<file path="config.mk">
export PLATFORM = sky130hd
export DESIGN_NAME = vend_sequencer_flat
export DESIGN_NICKNAME = d
export VERILOG_FILES = /design/src/rtl/vend_sequencer_if.sv /design/src/rtl/vend_sequencer.sv /design/src/flat_wrapper.sv
export SDC_FILE = /design/constraint.sdc
export NUM_CORES = 1
export LEC_CHECK = 0
export ABC_CLOCK_PERIOD_IN_PS = 2500
export BUFFER_PORTS_ARGS = -buffer_cell sky130_fd_sc_hd__buf_2
export CAP_MARGIN = 20
export CORE_UTILIZATION = 50
export DETAILED_ROUTE_END_ITERATION = 8
export HOLD_SLACK_MARGIN = 0.12
export PLACE_DENSITY = 0.72
export SYNTH_ARGS = -nofsm -noshare
export SYNTH_HDL_FRONTEND = slang
export SYNTH_SLANG_ARGS = --single-unit
</file>
<file path="constraint.sdc">
create_clock -name clk -period 2.5 [get_ports clk]
set_input_delay 0.125 -clock clk [delete_from_list [all_inputs] [get_ports clk]]
set_output_delay 0.125 -clock clk [all_outputs]
set_load 0.02 [all_outputs]
</file>
<file path="src/rtl/vend_sequencer_if.sv">
// rtl/vend_sequencer_if.sv - customer/dispenser/change-unit signal bundle for vend_sequencer
interface vend_sequencer_if;
  logic [1:0] coin;
  logic       cancel;
  logic       disp_ack;
  logic       chg_ack;
  logic       disp_req;
  logic       chg_req;
  logic [3:0] credit;
  logic       busy;
  logic       coin_rej;

  modport master (
    output coin, cancel, disp_ack, chg_ack,
    input  disp_req, chg_req, credit, busy, coin_rej
  );

  modport slave (
    input  coin, cancel, disp_ack, chg_ack,
    output disp_req, chg_req, credit, busy, coin_rej
  );
endinterface

</file>
<file path="src/rtl/vend_sequencer.sv">
// rtl/vend_sequencer.sv - coin-collecting vending sequencer: collect, dispense, return change
module vend_sequencer #(
  parameter int PRICE   = 3,
  parameter int TIMEOUT = 200
) (
  input logic             clk,
  input logic             rst,
  vend_sequencer_if.slave bus
);

  typedef enum logic [1:0] {
    ST_IDLE     = 2'd0,
    ST_COLLECT  = 2'd1,
    ST_DISPENSE = 2'd2,
    ST_CHANGE   = 2'd3
  } state_t;

  localparam logic [4:0] LP_PRICE    = 5'(PRICE);
  localparam logic [7:0] LP_TMO_LAST = 8'(TIMEOUT - 1);

  state_t     r_state;
  state_t     w_state_nxt;
  logic [3:0] r_credit;
  logic [3:0] w_credit_nxt;
  logic [7:0] r_tmo;
  logic [7:0] w_tmo_nxt;
  logic       r_disp_req;
  logic       r_chg_req;
  logic       r_busy;
  logic       r_coin_rej;

  logic [4:0] w_coin_val;
  logic [4:0] w_sum;
  logic       w_paid;
  logic       w_coin_rej;

  always_comb begin
    w_coin_val = 5'd0;
    case (bus.coin)
      2'b01:   w_coin_val = 5'd1;
      2'b10:   w_coin_val = 5'd2;
      default: w_coin_val = 5'd0;
    endcase
  end

  assign w_sum  = {1'b0, r_credit} + w_coin_val;
  assign w_paid = (w_sum >= LP_PRICE);

  // Coins are only accepted while collecting; anything offered later is bounced.
  assign w_coin_rej = (bus.coin == 2'b11) ||
                      ((bus.coin != 2'b00) &&
                       ((r_state == ST_DISPENSE) || (r_state == ST_CHANGE)));

  always_comb begin
    w_state_nxt  = r_state;
    w_credit_nxt = r_credit;
    w_tmo_nxt    = r_tmo;
    case (r_state)
      ST_IDLE: begin
        w_tmo_nxt = 8'd0;
        if (w_coin_val != 5'd0) begin
          if (w_paid) begin
            w_state_nxt  = ST_DISPENSE;
            w_credit_nxt = w_sum[3:0] - LP_PRICE[3:0];
          end else begin
            w_state_nxt  = ST_COLLECT;
            w_credit_nxt = w_sum[3:0];
          end
        end
      end
      ST_COLLECT: begin
        // Cancel outranks payment so a customer can always back out with the last coin.
        if (bus.cancel) begin
          w_state_nxt  = ST_CHANGE;
          w_credit_nxt = w_sum[3:0];
          w_tmo_nxt    = 8'd0;
        end else if ((w_coin_val != 5'd0) && w_paid) begin
          w_state_nxt  = ST_DISPENSE;
          w_credit_nxt = w_sum[3:0] - LP_PRICE[3:0];
          w_tmo_nxt    = 8'd0;
        end else if (w_coin_val != 5'd0) begin
          w_credit_nxt = w_sum[3:0];
          w_tmo_nxt    = 8'd0;
        end else if (r_tmo == LP_TMO_LAST) begin
          w_state_nxt = ST_CHANGE;
          w_tmo_nxt   = 8'd0;
        end else begin
          w_tmo_nxt = r_tmo + 8'd1;
        end
      end
      ST_DISPENSE: begin
        w_tmo_nxt = 8'd0;
        if (r_disp_req && bus.disp_ack) begin
          w_state_nxt = (r_credit != 4'd0) ? ST_CHANGE : ST_IDLE;
        end
      end
      ST_CHANGE: begin
        w_tmo_nxt = 8'd0;
        if (r_credit == 4'd0) begin
          w_state_nxt = ST_IDLE;
        end else if (r_chg_req && bus.chg_ack) begin
          w_credit_nxt = r_credit - 4'd1;
          if (r_credit == 4'd1) begin
            w_state_nxt = ST_IDLE;
          end
        end
      end
      default: begin
        w_state_nxt  = ST_IDLE;
        w_credit_nxt = 4'd0;
        w_tmo_nxt    = 8'd0;
      end
    endcase
  end

  always_ff @(posedge clk or posedge rst) begin
    if (rst) begin
      r_state    <= ST_IDLE;
      r_credit   <= 4'd0;
      r_tmo      <= 8'd0;
      r_disp_req <= 1'b0;
      r_chg_req  <= 1'b0;
      r_busy     <= 1'b0;
      r_coin_rej <= 1'b0;
    end else begin
      r_state    <= w_state_nxt;
      r_credit   <= w_credit_nxt;
      r_tmo      <= w_tmo_nxt;
      r_disp_req <= (w_state_nxt == ST_DISPENSE);
      r_chg_req  <= (w_state_nxt == ST_CHANGE) && (w_credit_nxt != 4'd0);
      r_busy     <= (w_state_nxt != ST_IDLE);
      r_coin_rej <= w_coin_rej;
    end
  end

  assign bus.credit   = r_credit;
  assign bus.disp_req = r_disp_req;
  assign bus.chg_req  = r_chg_req;
  assign bus.busy     = r_busy;
  assign bus.coin_rej = r_coin_rej;

endmodule

</file>
<file path="src/flat_wrapper.sv">
// flat-port wrapper written by rule: the top's interface ports become plain ports
module vend_sequencer_flat 
#(
  parameter int PRICE   = 3,
  parameter int TIMEOUT = 200
)
  (clk, rst, bus_coin, bus_cancel, bus_disp_ack, bus_chg_ack, bus_disp_req, bus_chg_req, bus_credit, bus_busy, bus_coin_rej);
  vend_sequencer_if bus_i ();
  input logic clk;
  input logic rst;
  input wire logic [$bits(bus_i.coin)-1:0] bus_coin;
  input wire logic [$bits(bus_i.cancel)-1:0] bus_cancel;
  input wire logic [$bits(bus_i.disp_ack)-1:0] bus_disp_ack;
  input wire logic [$bits(bus_i.chg_ack)-1:0] bus_chg_ack;
  output wire logic [$bits(bus_i.disp_req)-1:0] bus_disp_req;
  output wire logic [$bits(bus_i.chg_req)-1:0] bus_chg_req;
  output wire logic [$bits(bus_i.credit)-1:0] bus_credit;
  output wire logic [$bits(bus_i.busy)-1:0] bus_busy;
  output wire logic [$bits(bus_i.coin_rej)-1:0] bus_coin_rej;
  assign bus_i.coin = bus_coin;
  assign bus_i.cancel = bus_cancel;
  assign bus_i.disp_ack = bus_disp_ack;
  assign bus_i.chg_ack = bus_chg_ack;
  assign bus_disp_req = bus_i.disp_req;
  assign bus_chg_req = bus_i.chg_req;
  assign bus_credit = bus_i.credit;
  assign bus_busy = bus_i.busy;
  assign bus_coin_rej = bus_i.coin_rej;
  vend_sequencer #(.PRICE(PRICE), .TIMEOUT(TIMEOUT)) u_core (.clk(clk), .rst(rst), .bus(bus_i));
endmodule
</file>
==> summary.txt <==
GR peak layer = met2
H-tree levels = 1
core area = 2810 sq um
first-pass GRT wire length = 6.12 mm
path type of the worst setup path = register to register
Pwr Total = 2.24 mW
critical path data required time = 2.70 ns
Slew Limit Fails = 0
ANT nets after route = 0
Post-synth EDFFs = 0
Inserted Clock Buffers = 3
crit path time final = 2.53 ns
filler cell count = 231
die height = 56.9 um
post-synth top area share = 29.9%
setup slack, reg-to-reg = -0.03 ns
Syn Nets = 187
Achievable Freq = 396 MHz
Reg area = 452 sq um
area of the multi-input gates = 1040 sq um
Clock Latency Late Sink = 0.29 ns
CP endpoint kind = register
top post-synthesis cells by area = dfrtp_1, ha_1, nor2_1
CTS clk-pin slew, worst paths = 0.10 ns
Top FF cell, synth = dfrtp_1
total die area = 3230 sq um
worst vdd ir = 0.000667 V
CTS max path bufs = 2
Data arrival, critical path = 2.73 ns
met3 usage = 2.07%
unique cell type count in the Yosys netlist = 52
placed cells = 219
largest area contributor in the netlist = dfrtp_1
GRT Resource Usage Total = 24.5%
final cell count without fillers = 227
initial antenna violation count = 0
YS warnings = 0
Max-slew headroom = 55.0%
starting density of the core = 53.7%
GP Congestion = 0.973
IO Count = 15
PortBufs = 14
layout cells sized above 1 = 30.1%
vias in the first global route = 1,380
DRC = 4
Syn Inst Count = 168
# diodes = 0
DR vias/cell = 6.27
Seq/Total Area, Yosys = 29.9%
router iterations before antenna repair = 7
Tightest Pin Transition = 0.674 ns
RSZ-0062 raised after global routing = true
largest net degree at the start of global routing = 21
most frequent cell after synthesis = nor2_1
GRT overflow = 0
Layout Skew = 0.00121 ns
Site Rows = 19
clk root buf = clkbuf_4
failing checks = design-rule violations, negative setup slack
CTS tree = done
post-DP HPWL = 2.67 mm
LEAKAGE = 0.802 nW
post-place setup slack = -0.0637 ns
PwrDens = 1230 nW/um^2
Area growth syn-to-layout = 21.2%
final WL = 3.72 mm
FF+latch count, synth = 18
Sink Count = 18
fraction of registers with async set/reset = 100%
Final Worst Setup Slack = -0.0278 ns
Post-synth top cells = nor2_1, dfrtp_1, inv_1
final setup fails = 1
endpoints failing hold = 0
Final Cycle Share = 101%
grt met2 use = 38.4%
met1 usage = 32.6%
initial drt markers = 84
nets = 216
maxcap violations = 0
Post-Syn Area = 1510 sq um
Critical Path Fanout Max = 4
CP Launch Type = register
vias = 1,423
drt wl/cell = 16.4 um
status = complete, but fails checks
Post-Syn Area per Cell = 8.96 sq um
Die Span X = 56.9 um
Hold Path Class = input port to register
final timing paths:
| path | cells after the start | start | endpoint |
|---|---|---|---|
| max | 8 | u_core.bus.credit[0] | u_core.bus.chg_req |
| min | 4 | bus_coin[1] | u_core.bus.coin_rej |
| max reg2reg | 8 | u_core.bus.credit[0] | u_core.bus.chg_req |
| min reg2reg | 1 | u_core.r_tmo[0] | u_core.r_tmo[0] |
| max in group asynchronous | 3 | rst | u_core.bus.credit[0] |
| min in group asynchronous | 3 | rst | u_core.r_tmo[1] |
where the power goes:
group	total (mW)	leakage [nW]	switching (mW)	internal, mW
Combinational	1.52	0.555	0.837	0.685
Sequential	0.536	0.227	0.168	0.368
Clock	0.177	0.0210	0.0885	0.0887
Total	2.24	0.802	1.09	1.14
cells in the final DEF, fill, tap and decap left out, types with 3 or more instances in the layout:
master / instances
a21oi_1: 9
a311oi_2: 3
a31oi_1: 3
and3_1: 3
buf_2: 14
buf_4: 18
clkbuf_4: 3
dfrtp_1: 17
ha_1: 9
inv_1: 12
nand2_1: 7
nand3_1: 8
nand4_1: 3
nor2_1: 21
o21ai_0: 3
o31ai_1: 3
xnor2_1: 4
xor2_1: 4
state kept, by name (all words and copies together), names as in the netlist:
signal and cells:
u_core.bus.credit 4, u_core.bus.disp_req 1, u_core.bus.busy 1, u_core.r_state 2
u_core.r_tmo 8, u_core.bus.coin_rej 1, u_core.bus.chg_req 1
cells by family after synthesis:
logic type,after synthesis,synth area share [%]
compound gates,46,23.2
xor+xnor,11,6.90
fa+ha+maj,12,10.5
buf+inv,21,7.98
flops,18,29.9
simple gates,60,21.5
area by class of cell:
type | instances | area share (%)
Clock buffer | 4 | 1.99
Timing Repair Buffer | 33 | 11.8
Inverter | 12 | 2.47
Multi-Input combinational cell | 129 | 56.9
Sequential cell | 18 | 24.8
Tap cell | 31 | 2.13
through the flow:
| stage | utilization [%] | area (sq um) | TNS [ns] | hold WS (ns) |
|---|---|---|---|---|
| after floorplan | - | 1530 | 0 | 0.0635 |
| after global placement | 59.8 | 1680 | 0 | 0.236 |
| after detailed placement | 59.8 | 1680 | -0.0637 | 0.255 |
| after CTS | 62.1 | 1740 | 0 | 0.253 |
| after global routing | 65.0 | 1820 | -0.116 | 0.303 |
| final | 65.0 | 1820 | -0.0278 | 0.265 |
worst max-delay path, stage by stage, from the launching register on:
cell,delay [ns]
dfrtp_2,0.44
ha_4,0.17
fa_2,0.59
ha_4,0.20
o2111ai_4,0.11
a2111oi_4,0.38
a311oi_2,0.10
o2111a_1,0.18
a311oi_2,0.26
routing by layer:
metal	part of all wire [%]	wire [um]	vias up
li1	-	-	664
met1	40	1490	678
met2	49	1830	67
met3	7.2	268	14
met4	3.5	132	0
met5	0	0	-
repair_timing:
item                                   in CTS  in global routing
setup endpoints to repair                   1                  4
endpoints found under the hold margin      18                  0
pin swaps                                   5                  6
buffers inserted                            2                  1
gates resized for setup                     3                 11
cloned                                      0                  0
hold buffers                                1                  0
No activity file was read; power rests on OpenSTA's default activity.
